File: config.mk
export PLATFORM = sky130hd
export DESIGN_NAME = pq_cmd_ctrl
export DESIGN_NICKNAME = d
export VERILOG_FILES = /design/src/rtl/pq_cmd_ctrl.sv
export SDC_FILE = /design/constraint.sdc
export NUM_CORES = 1
export LEC_CHECK = 0
export ABC_AREA = 1
export BUFFER_PORTS_ARGS = -buffer_cell sky130_fd_sc_hd__buf_4
export CAP_MARGIN = 20
export CORE_MARGIN = 2
export CORE_UTILIZATION = 60
export DETAILED_ROUTE_END_ITERATION = 10
export PLACE_DENSITY = 0.84
export SLEW_MARGIN = 40
export SYNTH_ARGS = -nofsm -noshare
export SYNTH_HDL_FRONTEND = slang
export SYNTH_SLANG_ARGS = --single-unit
File: constraint.sdc
create_clock -name clk -period 5.35 [get_ports clk]
set_clock_uncertainty 0.15 [all_clocks]
set_input_delay 1.07 -clock clk [delete_from_list [all_inputs] [get_ports clk]]
set_output_delay 1.07 -clock clk [all_outputs]
set_load 0.1 [all_outputs]
File: src/rtl/pq_cmd_ctrl.sv
// Command front-end for a pq_if priority queue: buffers ENQ/DEQ/REPL commands, issues them one at a time, returns in-order responses.
// Define PQ_CMD_STATS_EN to add saturating stat_enq/stat_deq/stat_err counters.
package pq_pkg;
    typedef struct packed {
        logic [7:0] key;
        logic [7:0] value;
    } kv_t;
endpackage

module pq_cmd_ctrl
    import pq_pkg::*;
#(
    parameter int CMD_DEPTH = 4
) (
    input  logic        clk,
    input  logic        rst,
    input  logic        cmd_valid,
    output logic        cmd_ready,
    input  logic [1:0]  cmd_op,
    input  kv_t         cmd_kv,
    output logic        rsp_valid,
    input  logic        rsp_ready,
    output kv_t         rsp_kv,
    output logic        rsp_err,
    output logic        pq_enq,
    output logic        pq_deq,
    output kv_t         pq_kvi,
    input  kv_t         pq_kvo,
    input  logic        pq_full,
    input  logic        pq_empty,
    input  logic        pq_busy
`ifdef PQ_CMD_STATS_EN
    ,
    output logic [15:0] stat_enq,
    output logic [15:0] stat_deq,
    output logic [15:0] stat_err
`endif
);

    localparam int PTR_W = $clog2(CMD_DEPTH);
    localparam int CNT_W = $clog2(CMD_DEPTH) + 1;

    localparam logic [1:0] OP_ENQ  = 2'b01;
    localparam logic [1:0] OP_DEQ  = 2'b10;
    localparam logic [1:0] OP_REPL = 2'b11;

    typedef enum logic [1:0] {
        IDLE,
        ISSUE,
        WAIT,
        HOLD
    } state_e;

    typedef struct packed {
        logic [1:0] op;
        kv_t        kv;
    } cmd_t;

    state_e            state_q, state_d;
    cmd_t              fifoMem_q [CMD_DEPTH];
    logic [PTR_W-1:0]  wrPtr_q, rdPtr_q;
    logic [CNT_W-1:0]  count_q, count_d;
    kv_t               rspKv_q, rspKv_d;
    logic              rspErr_q, rspErr_d;

    logic              fifoFull, fifoEmpty;
    logic              push, pop;
    logic              moreWork;
    cmd_t              head;

    assign fifoFull  = (count_q == CNT_W'(CMD_DEPTH));
    assign fifoEmpty = (count_q == '0);
    assign cmd_ready = !fifoFull && !rst;
    assign push      = cmd_valid && cmd_ready;
    assign head      = fifoMem_q[rdPtr_q];
    assign moreWork  = !fifoEmpty || push;

    assign rsp_kv  = rst ? '0 : rspKv_q;
    assign rsp_err = rst ? 1'b0 : rspErr_q;

    always_comb begin
        count_d = count_q;
        if (push && !pop) begin
            count_d = count_q + CNT_W'(1);
        end else if (pop && !push) begin
            count_d = count_q - CNT_W'(1);
        end
    end

    always_ff @(posedge clk) begin
        if (push) begin
            fifoMem_q[wrPtr_q] <= {cmd_op, cmd_kv};
        end
    end

    // Entering ISSUE on the accept cycle itself lets a new command strobe on the very next cycle.
    always_comb begin
        state_d   = state_q;
        pq_enq    = 1'b0;
        pq_deq    = 1'b0;
        pq_kvi    = '0;
        pop       = 1'b0;
        rsp_valid = 1'b0;
        rspKv_d   = rspKv_q;
        rspErr_d  = rspErr_q;

        case (state_q)
            IDLE: begin
                if (moreWork) begin
                    state_d = ISSUE;
                end
            end
            ISSUE: begin
                if (fifoEmpty) begin
                    state_d = IDLE;
                end else if (!pq_busy) begin
                    pop     = 1'b1;
                    state_d = WAIT;
                    case (head.op)
                        OP_ENQ: begin
                            pq_enq   = !pq_full;
                            pq_kvi   = pq_full ? '0 : head.kv;
                            rspKv_d  = head.kv;
                            rspErr_d = pq_full;
                        end
                        OP_DEQ: begin
                            pq_deq   = !pq_empty;
                            pq_kvi   = pq_empty ? '0 : head.kv;
                            rspKv_d  = pq_empty ? '0 : pq_kvo;
                            rspErr_d = pq_empty;
                        end
                        OP_REPL: begin
                            // A replace keeps occupancy constant, so enq+deq together is legal even when full.
                            pq_deq   = !pq_empty;
                            pq_enq   = !pq_empty || !pq_full;
                            pq_kvi   = (!pq_empty || !pq_full) ? head.kv : '0;
                            rspKv_d  = pq_empty ? '0 : pq_kvo;
                            rspErr_d = 1'b0;
                        end
                        default: begin
                            rspKv_d  = '0;
                            rspErr_d = 1'b0;
                        end
                    endcase
                end
            end
            WAIT: begin
                if (!pq_busy) begin
                    rsp_valid = 1'b1;
                    if (rsp_ready) begin
                        state_d = moreWork ? ISSUE : IDLE;
                    end else begin
                        state_d = HOLD;
                    end
                end
            end
            HOLD: begin
                rsp_valid = 1'b1;
                if (rsp_ready) begin
                    state_d = moreWork ? ISSUE : IDLE;
                end
            end
            default: begin
                state_d = IDLE;
            end
        endcase

        if (rst) begin
            pq_enq    = 1'b0;
            pq_deq    = 1'b0;
            pq_kvi    = '0;
            pop       = 1'b0;
            rsp_valid = 1'b0;
        end
    end

    always_ff @(posedge clk) begin
        if (rst) begin
            state_q  <= IDLE;
            wrPtr_q  <= '0;
            rdPtr_q  <= '0;
            count_q  <= '0;
            rspKv_q  <= '0;
            rspErr_q <= 1'b0;
        end else begin
            state_q  <= state_d;
            count_q  <= count_d;
            rspKv_q  <= rspKv_d;
            rspErr_q <= rspErr_d;
            if (push) begin
                wrPtr_q <= wrPtr_q + PTR_W'(1);
            end
            if (pop) begin
                rdPtr_q <= rdPtr_q + PTR_W'(1);
            end
        end
    end

`ifdef PQ_CMD_STATS_EN
    logic [15:0] statEnq_q, statDeq_q, statErr_q;

    always_ff @(posedge clk) begin
        if (rst) begin
            statEnq_q <= '0;
            statDeq_q <= '0;
            statErr_q <= '0;
        end else begin
            if (pq_enq && statEnq_q != 16'hFFFF) begin
                statEnq_q <= statEnq_q + 16'd1;
            end
            if (pq_deq && statDeq_q != 16'hFFFF) begin
                statDeq_q <= statDeq_q + 16'd1;
            end
            if (rsp_valid && rsp_ready && rspErr_q && statErr_q != 16'hFFFF) begin
                statErr_q <= statErr_q + 16'd1;
            end
        end
    end

    assign stat_enq = statEnq_q;
    assign stat_deq = statDeq_q;
    assign stat_err = statErr_q;
`endif

endmodule

### Word-level counts from Yosys, hierarchy flattened

Memories as Yosys holds them, arrays and structs flattened. A register that Yosys moved wholly into a read port is not among the register bits.
Index checks and enable logic that the tools add are counted.

* flip-flop bits (word level): 26
* RAM bits: 72
* input port bits: 41
* output and inout port bits: 37
* logic and storage cells: 87
* memories: 1

Memories
* fifoMem_q: words 4, bits a word 18, rd ports 1, clocked after memory_dff 1, write ports 1, RTL line 60 `cmd_t fifoMem_q [CMD_DEPTH];`

* add/subtract/negate cells: 4
* eq/ne operators: 11
* mux-type cells: 43
* bitwise logic cells: 2
* reduce and logical (&&, ||, !) cells: 19

Operators with widths (count)
* 16-bit 2-to-1 mux: 9
* 16-bit case mux with 3 select lines: 1
* 16-bit case mux with 2 select lines: 1
* 1-bit 2-to-1 mux: 18
* 2-bit 2-to-1 mux: 8
* 2-bit == test (second input constant): 4
* 2-bit case mux with 4 select lines: 1
* 1-bit zero test: 7
* 3-bit 2-to-1 mux: 2
* 2-bit != test (second input constant): 3
* 1-bit case mux with 2 select lines: 3
* 2-bit by 1-bit adder with 2-bit output (second input constant): 2
* 2-bit by 1-bit == test with 1-bit output (second input constant): 2
* 1-bit logical AND: 4
* 4-bit AND reduction: 1
* 3-bit by 1-bit adder with 3-bit output (second input constant): 1
* 3-bit == test (second input constant): 1
* 3-bit zero test: 1
* 3-bit != test (second input constant): 1
* 3-bit AND reduction: 1
* 3-bit by 1-bit subtractor with 3-bit output (second input constant): 1
* 2-bit zero test: 1
* 1-bit logical OR: 2
* 1-bit inverter: 2
* other kinds (2): 2

### Logic depth before layout (Yosys ltp)

Gate-level depths: netlist (run 1).

* word-level depth: 9
* gate-level depth with buffers: 14
* gate-level depth less buffers: 12

### Worst setup path after synthesis (run 1)

OpenSTA, ideal clock, no wires.

* path type: input to output
* from: in rst
* to: out rsp_valid
* data arrival time: 3489 ps
* required time: 4130 ps
* slack: 641 ps
* stages on the path: 2
* path buffers: 1
* cells stage by stage: clkbuf_1 -> a211oi_1

* longest elaborated chain between the ends: 1

RTL lines
* start: declaration: RTL line 16 `input logic rst,`
* 1-bit 2-to-1 mux: RTL line 168 `if (rst) begin`
* end: declaration: RTL line 21 `output logic rsp_valid,`

No other way between the ends.

==> key figures, run 1 <==
Status
  • Status: completed

Clocking
  • PostCTS Resize Cnt: 0
  • Clock tree sinks: 100
  • TritonCTS clock tree: done
  • Total CTS buffers: 9
  • Max Root-Sink Buffers: 2
  • Post-CTS setup buffer count: 0
  • Worst-Skew Late Latency: 0.36 ns
  • Clock root cell: clkbuf_8
  • CTS clock-pin slew for the worst setup and hold paths: 0.10 ns
  • Hold Buf Count CTS: 0
  • CTS H-tree lvls: 3

Placed design
  • Placed cells: 639
  • Final Wtd Congestion: 0.838
  • Port-buffer cells: 77
  • DP HPWL: 6620 um
  • Placed Area: 5120 sq um
  • Pre-CTS setup slack: 0.935 ns

Worst setup path
  • Setup CP Type: reg -> out
  • CP peak stage delay: 0.51 ns
  • Startpoint types: register
  • Critical path capture point type: primary output
  • Buf+Inv Stages, Crit Path: 4
  • CP required: 4.13 ns
  • CP max stage cell: inv_1
  • Critical path fanouts, max: 20
  • Crit path cell chain: buf_4 -> inv_1 -> a21oi_1 -> a32oi_1 -> ha_1 -> clkinv_1 -> nor2_1 -> a21oi_1 -> o21ai_0 -> nand2_4 -> nor2_1 -> buf_4
  • Cell family with most CP delay: buffers and inverters
  • WP data arrival: 3.62 ns

STA
  • Fin worst setup slack: 0.509 ns
  • Worst-Margin Slew: 0.664 ns
  • Final min period: 4.84 ns
  • RSZ-0062 raised after global routing: false
  • Crit share post-route: 0.905
  • Setup total negative slack: 0 ns
  • Fmax: 207 MHz
  • Max-slew violations: 0
  • Rel. slew slack: 0.557
  • Final setup fails: 0
  • Hold Vio Cnt, Final: 0
  • Fin Hold WS: 0.351 ns

Power
  • Total power: 1.57 mW
  • Sw Pwr: 449 uW
  • Part of the power in registers: 0.555
  • PD cells: 295 nW/um^2
  • Switching share of power: 0.286
  • Internal power: 1.12 mW
  • Logic pwr share: 0.155
  • Maximum vdd ir drop: 0.220 mV
  • Leakage: 2.31 nW
  • Clock network fraction of total power: 0.290

Yosys
  • Post-synth EDFFs: 72
  • Post-synth top flop: edfxtp_1
  • Asr flop ratio synth: 0
  • Post-Syn Instances: 474
  • Post-Syn Nets: 525
  • Ys Warns: 0
  • Number of synthesized register bits: 100
  • Syn avg cell area: 9.41 sq um
  • Cell Area, Synth: 4460 sq um
  • Yosys cell types: 31
  • Sequential area share after synthesis: 0.610

Routing
  • DRC violations left: 0
  • ANT nets after route: 0
  • Total number of vias: 3407
  • Vias/cell: 5.20
  • Final wirelength: 9540 um
  • Wire per inst: 14.6 um
  • Initial DRT Pass Iterations: 4
  • Iteration-0 DRC Markers: 191

Floorplan
  • Ports: 78
  • Die H: 90.2 um
  • Initial core utilization: 0.618
  • Die ar.: 8140 sq um
  • CORE AREA: 7210 sq um
  • Cell Rows: 31
  • Die Wd: 90.2 um

Final layout
  • Ant. Diodes: 0
  • Layout cell share with drive strength beyond 1: 0.210
  • Post-Layout Cell Count: 655
  • Layout fillers: 529
  • Fin util: 0.736
  • Area delta synth->final: 19.1%
  • Final Cell Area: 5310 sq um
  • Fin nets: 602

Global route
  • Initial antenna violation count: 0
  • Vias in the first global route: 3277
  • Largest net degree at the start of global routing: 37
  • Tot GR Track Use: 0.241
  • Grt ovf: 0
  • First-pass GRT wire length: 15300 um

Job
  • Max Cap Violations: 0

Min path
  • Min-delay worst type: reg -> reg
-- metal layers --
metal  vias up  part of all wire  global-route usage
met5         -                 0                   0
met2       129              0.51               0.409
met1      1578              0.40               0.297
li1       1689                 -                   -
met4         0             0.014              0.0936
met3        11             0.071              0.0604
-- worst min-delay path: stages (launching register included) --
cell and delay, ns:
dfxtp_1 0.35, inv_1 0.06, a21oi_1 0.05
-- power groups by stage --
stage / logic [mW] / registers (mW) / clock network [mW]
after floorplan: 0.169 / 0.885 / 0
after global placement: 0.231 / 0.886 / 0
after detailed placement: 0.240 / 0.888 / 0
after CTS: 0.241 / 0.870 / 0.465
after global routing: 0.269 / 0.872 / 0.490
final: 0.242 / 0.870 / 0.454
-- cells by family (layout without fill, tap and decap cells) --
family | Yosys count | in the layout | share of synthesized area
AO/OA/AOI/OAI | 44 | 44 | 0.0572
XOR/XNOR | 1 | 1 | 0.00196
adder cells (fa/ha/maj) | 10 | 10 | 0.0297
buffers and inverters | 76 | 158 | 0.0693
flip-flops | 100 | 100 | 0.610
AND/OR/NAND/NOR | 243 | 243 | 0.231
-- Yosys cell counts (7+ instances only) --
cell | n | area (sq um)
clkbuf_1 | 7 | 26.3
buf_2 | 9 | 45.0
nor2_1 | 40 | 150
a21oi_1 | 12 | 60.1
nand2_1 | 151 | 567
nand3_1 | 35 | 175
ha_1 | 9 | 113
dfxtp_1 | 28 | 561
inv_1 | 54 | 203
nor2_2 | 10 | 62.6
edfxtp_1 | 72 | 2160
o22ai_1 | 16 | 100
o21ai_0 | 10 | 50.1
-- cells in the final DEF (no fill, tap or decap) --
cell / Yosys / routed
clkbuf_8: 0 / 9
nand2_1: 151 / 151
dfxtp_1: 28 / 28
nand3_1: 35 / 35
edfxtp_1: 72 / 72
nand3_4: 1 / 1
o211ai_1: 1 / 1
nor3_1: 1 / 1
a21oi_1: 12 / 12
buf_4: 1 / 84
inv_6: 0 / 3
a211oi_1: 1 / 1
a32oi_1: 2 / 2
nor2_4: 1 / 1
nand2_2: 2 / 2
nand2_4: 1 / 1
nor2_8: 1 / 1
inv_8: 0 / 3
clkinv_1: 2 / 3
xor2_1: 1 / 1
ha_1: 9 / 9
o21a_1: 1 / 1
fa_1: 1 / 1
inv_2: 1 / 1
nor2_2: 10 / 10
inv_1: 54 / 54
clkinv_2: 1 / 1
o22ai_1: 16 / 16
nor2_1: 40 / 40
o21ai_0: 10 / 10
o21ai_1: 1 / 1
-- flip-flops by register name, summed over array words and instances, names as in the netlist, named ones only --
signal     cells
fifoMem_q     72
rspKv_q       16
count_q        3
rdPtr_q        2
state_q        2
wrPtr_q        2
rspErr_q       1
-- layout make-up --
cell class,instances,area (sq um),area share
Inverter,58,219,0.0412
Timing Repair Buffer,84,631,0.119
Tap cell,99,124,0.0233
Multi-Input combinational cell,298,1430,0.269
Clock inverter,7,63.8,0.0120
Sequential cell,100,2720,0.512
Clock buffer,9,124,0.0233
-- path summary, 6_finish.rpt --
kind | start | end | slack (ns) | cells after the start
max reg2reg | register | rspKv_q[11] | 2.65 | 9
max | register | pq_kvi[4] | 0.51 | 12
min | count_q[1] | count_q[1] | 0.35 | 2
min reg2reg | count_q[1] | count_q[1] | 0.35 | 2
Power figures use the tool's default switching activity.
==> run 2: changes to the inputs <==
REMOVE_ABC_BUFFERS = 1   (was not set)
clock period = 5.76 ns   (was 5.35 ns; I/O delays follow)
==> run 2 against run 1 <==
  * Global-route usage up 0.54 points
  * Largest cell class unchanged
  * Count of clock-buffer cells in the layout unchanged
  * Final area about the same
  * Critical path depth unchanged
  * Sequential power down 7.1%
  * Wire length up 2.5%
  * First-iteration DRC count up 30%
  * Non-clock buffer count down 1
  * Clock power down 1%
  * Worst setup slack worse by 0.12 ns
  * Critical endpoint is now pq_kvi[13]
  * Combinational power down 7%
==> key figures, run 2 (synthesis gave the netlist of run 1 again) <==
Clocking
  • Total CTS buffers: 9 (unchanged)
  • PostCTS Resize Cnt: 0 (unchanged)
  • Clock tree sinks: 100 (unchanged)
  • CTS H-tree lvls: 3 (unchanged)
  • Hold Buf Count CTS: 0 (unchanged)
  • Post-CTS setup buffer count: 0 (unchanged)
  • Worst-Skew Late Latency: 0.37 ns (about the same)
  • Clock root cell: clkbuf_8
  • CTS clock-pin slew for the worst setup and hold paths: 0.10 ns (about the same)
  • Max Root-Sink Buffers: 2 (unchanged)
  • TritonCTS clock tree: done

Placed design
  • Port-buffer cells: 77 (unchanged)
  • DP HPWL: 6400 um (-3.3%)
  • Placed Area: 5120 sq um (-0.15%)
  • Placed cells: 638 (-0.16%)
  • Final Wtd Congestion: 0.818 (-2.5%)

Final layout
  • Ant. Diodes: 0 (unchanged)
  • Largest Register: fifoMem_q
  • Fin nets: 601 (-0.17%)
  • Max reg flops: 72 (unchanged)
  • Most frequent cells in the layout: 151 x nand2_1, 83 x buf_4, 72 x edfxtp_1
  • Most common cell after layout, fill and taps aside: nand2_1
  • Final Cell Area: 5320 sq um (about the same)
  • Layout fillers: 502 (-5.1%)
  • Post-Layout Cell Count: 654 (-0.15%)
  • Layout cell share with drive strength beyond 1: 0.211 (+0.000379)
  • Largest regs: fifoMem_q (72), rspKv_q (16), count_q (3)
  • Area delta synth->final: 19.2% (about the same)

Routing
  • Wire per inst: 14.9 um (+2.7%)
  • Final wirelength: 9770 um (+2.5%)
  • Vias/cell: 5.31 (+2.2%)
  • DRC violations left: 0 (unchanged)
  • Initial DRT Pass Iterations: 5 (+1)
  • Iteration-0 DRC Markers: 248 (+30%)
  • Total number of vias: 3475 (+2.0%)
  • ANT nets after route: 0 (unchanged)

Global route
  • Largest net degree at the start of global routing: 38 (+2.7%)
  • Tot GR Track Use: 0.246 (+0.00543)
  • Vias in the first global route: 3348 (+2.2%)
  • First-pass GRT wire length: 15700 um (+2.6%)
  • Grt ovf: 0 (unchanged)
  • Initial antenna violation count: 0 (unchanged)

Worst setup path
  • CP required: 4.46 ns (+0.33 ns)
  • Critical path capture point type: primary output
  • Crit path cell chain: inv_1 -> a21oi_1 -> a32oi_1 -> inv_1 -> ha_1 -> clkinv_1 -> nor2_1 -> a21oi_1 -> o21ai_0 -> nand2_4 -> nor2_2 -> buf_4
  • Setup CP Type: reg -> out
  • WP data arrival: 4.07 ns (+0.45 ns)
  • CP peak stage delay: 0.80 ns (+0.29 ns)
  • Critical path fanouts, max: 20 (unchanged)
  • Startpoint types: register
  • CP max stage cell: dfxtp_1

Floorplan
  • CORE AREA: 7210 sq um (unchanged)
  • Die Wd: 90.2 um (unchanged)
  • Die H: 90.2 um (unchanged)
  • Initial core utilization: 0.618 (unchanged)
  • Die ar.: 8140 sq um (unchanged)
  • Ports: 78 (unchanged)
  • Cell Rows: 31 (unchanged)

STA
  • Crit share post-route: 0.933
  • Final setup fails: 0 (unchanged)
  • Hold Vio Cnt, Final: 0 (unchanged)
  • Max-slew violations: 0 (unchanged)
  • Final min period: 5.37 ns
  • Worst-Margin Slew: 0.724 ns (+0.0599 ns)
  • Fmax: 186 MHz
  • RSZ-0062 raised after global routing: false
  • Rel. slew slack: 0.517 (-0.0401)
  • Setup total negative slack: 0 ns (unchanged)

Job
  • Max Cap Violations: 0 (unchanged)

Power
  • Maximum vdd ir drop: 0.194 mV (-12%)
  • Leakage: 2.31 nW (-0.20%)
  • PD cells: 279 nW/um^2 (-5.5%)

Min path
  • Min-delay worst type: reg -> reg

Status
  • Status: completed
[run 2: through the flow]
stage / hold WS (ns) / setup slack, ns / power, mW / util
after global routing: 0.381 / 0.125 / 1.53 / 0.737
after floorplan: 0.314 / 0.571 / 0.972 / -
final: 0.361 / 0.388 / 1.48 / 0.737
after CTS: 0.365 / 0.418 / 1.48 / 0.737
after global placement: 0.329 / 1.13 / 1.04 / 0.709
after detailed placement: 0.348 / 0.986 / 1.04 / 0.709
[run 2: final timing paths]
| kind | start | to | slack [ns] | cells after the start |
|---|---|---|---|---|
| min | count_q[1] | count_q[1] | 0.36 | 2 |
| max | register | pq_kvi[13] | 0.39 | 12 |
| min reg2reg | count_q[1] | count_q[1] | 0.36 | 2 |
| max reg2reg | register | rspKv_q[13] | 2.60 | 9 |
[run 2: cell type report]
| cell class | count | area [sq um] | share of cell area |
|---|---|---|---|
| sequential | 100 | 2720 | 0.512 |
| multi-input combinational | 298 | 1430 | 0.269 |
| timing repair buffer | 83 | 623 | 0.117 |
| inverter | 58 | 219 | 0.0412 |
| clock buffer | 9 | 124 | 0.0233 |
| tap | 99 | 124 | 0.0233 |
| clock inverter | 7 | 75.1 | 0.0141 |
[run 2: per-layer routing]
metal / wire (um) / global-route usage / share of wire
met1: 3920 / 0.315 / 0.40
met2: 4870 / 0.417 / 0.50
met3: 754 / 0.0411 / 0.077
met4: 231 / 0.106 / 0.024
met5: 0 / 0 / 0
[run 2: where the power goes]
group          total [mW]  switching (mW)  internal, mW
combinational       0.225           0.153        0.0720
sequential          0.808          0.0106         0.797
clock               0.448           0.275         0.173
[run 2: critical path: cells and delay by family (launching register included)]
family,cells,cell delay [ns]
simple gates,3,0.63
flops,1,0.80
fa+ha+maj,1,0.19
buf+inv,4,1.40
compound gates,4,0.64
==> run 3: changes to the inputs <==
RECOVER_POWER = 100   (was not set)
==> run 3 against run 2 <==
  * Non-clock buffer count unchanged
  * Die area unchanged
  * First-iteration DRC count increased by 6.5%
  * Power decreased by 1.0%
  * Via count decreased by 0.60%
  * Register-to-register slack improved by 0.07 ns
  * Core utilization decreased by 2.4 points
  * Worst setup slack improved by 0.027 ns
  * Count of clock-buffer cells in the layout unchanged
  * Sequential share of layout area increased by 1.8 points
==> key figures, run 3 (synthesis gave the netlist of run 1 again) <==
Final layout
  • Fin nets: 601 (unchanged)
  • Largest regs: fifoMem_q (72), rspKv_q (16), count_q (3)
  • Area delta synth->final: 15.2%
  • Layout cell share with drive strength beyond 1: 0.132 (-0.0793)
  • Most frequent cells in the layout: 151 x nand2_1, 72 x edfxtp_1, 54 x inv_1
  • Largest Register: fifoMem_q
  • Ant. Diodes: 0 (unchanged)
  • Max reg flops: 72 (unchanged)
  • Most common cell after layout, fill and taps aside: nand2_1

Routing
  • Wire per inst: 14.9 um (-0.21%)
  • DRC violations left: 0 (unchanged)
  • Vias/cell: 5.28 (-0.60%)
  • Routed met2 length: 4810 um (-1.1%)
  • Initial DRT Pass Iterations: 5 (unchanged)
  • Total number of vias: 3454 (-0.60%)
  • ANT nets after route: 0 (unchanged)
  • Iteration-0 DRC Markers: 264 (+6.5%)
  • Highest Signal Layer: met4
  • DRT met1 WL: 4040 um (+3.1%)
  • Final wirelength: 9750 um (-0.21%)
  • DR WL met3: 664 um (-12%)

Global route
  • Initial antenna violation count: 0 (unchanged)
  • First-pass GRT wire length: 15700 um (unchanged)
  • Grt ovf: 0 (unchanged)
  • Largest net degree at the start of global routing: 38 (unchanged)
  • Tot GR Track Use: 0.246 (unchanged)
  • Vias in the first global route: 3348 (unchanged)

Placed design
  • Final Wtd Congestion: 0.818 (unchanged)
  • Port-buffer cells: 77 (unchanged)
  • DP HPWL: 6400 um (unchanged)

Worst setup path
  • Startpoint types: register
  • FF-to-FF setup slack: 2.67 ns (+0.07 ns)
  • Setup CP Type: reg -> out
  • CP peak stage delay: 0.77 ns (-0.03 ns)
  • Critical path capture point type: primary output
  • Crit path cell chain: inv_1 -> a21oi_1 -> a32oi_1 -> inv_1 -> ha_1 -> clkinv_1 -> nor2_1 -> a21oi_1 -> o21ai_0 -> nand2_4 -> nor2_2 -> clkbuf_4
  • Setup crit end: pq_kvi[13]
  • Reg2reg end: rspKv_q[13]
  • WP data arrival: 4.04 ns (-0.03 ns)
  • Cells on worst reg2reg path: 9 (unchanged)
  • CP max stage cell: dfxtp_1
  • CP required: 4.46 ns (about the same)
  • Critical path fanouts, max: 20 (unchanged)

Clocking
  • Clock tree sinks: 100 (unchanged)
  • Hold Buf Count CTS: 0 (unchanged)
  • Clock root cell: clkbuf_8
  • Max Root-Sink Buffers: 2 (unchanged)
  • PostCTS Resize Cnt: 0 (unchanged)
  • Post-CTS setup buffer count: 0 (unchanged)
  • CTS clock-pin slew for the worst setup and hold paths: 0.10 ns (about the same)
  • Total CTS buffers: 9 (unchanged)
  • CTS H-tree lvls: 3 (unchanged)
  • TritonCTS clock tree: done
  • Worst-Skew Late Latency: 0.38 ns (about the same)

Floorplan
  • Die ar.: 8140 sq um (unchanged)
  • CORE AREA: 7210 sq um (unchanged)
  • Die Wd: 90.2 um (unchanged)
  • Ports: 78 (unchanged)
  • Cell Rows: 31 (unchanged)
  • Initial core utilization: 0.618 (unchanged)
  • Die H: 90.2 um (unchanged)

STA
  • Hold Vio Cnt, Final: 0 (unchanged)
  • Max-slew violations: 0 (unchanged)
  • Final min period: 5.34 ns (-0.0268 ns)
  • Worst-Margin Slew: 1.18 ns (+0.453 ns)
  • Setup total negative slack: 0 ns (unchanged)
  • Crit share post-route: 0.928 (-0.00466)
  • Rel. slew slack: 0.216 (-0.301)
  • RSZ-0062 raised after global routing: false
  • Fmax: 187 MHz (+0.50%)
  • Final setup fails: 0 (unchanged)

Power
  • PD cells: 285 nW/um^2 (+2.4%)
  • Total power: 1.47 mW (-1.0%)
  • Leakage: 2.13 nW (-7.9%)
  • Maximum vdd ir drop: 0.193 mV (-0.53%)

Status
  • Status: completed

Min path
  • Min-delay worst type: reg -> reg

Job
  • Max Cap Violations: 0 (unchanged)
run 3: through the flow:
step	worst slack [ns]	utilization	hold WS, ns	instance area [sq um]	cells
CTS	0.418	0.737	0.365	5320	654
finish	0.415	0.712	0.360	5140	654
floorplan	0.571	-	0.314	4370	456
global route	0.0800	0.712	0.381	5140	654
detailed placement	0.986	0.709	0.348	5120	638
global placement	1.13	0.709	0.329	5120	638
run 3: how the worst min path moves through the flow:
| stage | startpoint | endpoint | slack [ns] | depth (start not counted) |
|---|---|---|---|---|
| after CTS | count_q[1] | count_q[1] | 0.37 | 2 |
| final | rdPtr_q[0] | rdPtr_q[0] | 0.36 | 2 |
| after global routing | count_q[1] | count_q[1] | 0.38 | 2 |
| after detailed placement | rdPtr_q[0] | rdPtr_q[0] | 0.35 | 2 |
| after floorplan | count_q[1] | count_q[1] | 0.31 | 2 |
| after global placement | count_q[1] | count_q[1] | 0.33 | 2 |
run 3: critical path: cells and delay by family, from the launching register on:
family,cells,cell delay (ns)
flip-flops,1,0.77
adder cells (fa/ha/maj),1,0.19
buffers and inverters,4,1.42
AND/OR/NAND/NOR,3,0.63
AO/OA/AOI/OAI,4,0.63
run 3: area by class of cell:
cell class / count / area [sq um]
clock buffer: 9 / 124
clock inverter: 7 / 75.1
fill: 558 / 2070
inverter: 58 / 219
multi-input combinational: 298 / 1420
sequential: 100 / 2720
tap: 99 / 124
timing repair buffer: 83 / 459
run 3: power by group:
part / total [mW] / internal [mW] / switching [mW]
combinational: 0.214 / 0.0625 / 0.151
clock: 0.444 / 0.173 / 0.271
sequential: 0.808 / 0.798 / 0.0105
run 3: per-layer routing:
| layer | vias up | GRT usage |
|---|---|---|
| met5 | - | 0 |
| met4 | 0 | 0.106 |
| met3 | 27 | 0.0411 |
| met2 | 147 | 0.417 |
| met1 | 1590 | 0.315 |
| li1 | 1690 | - |
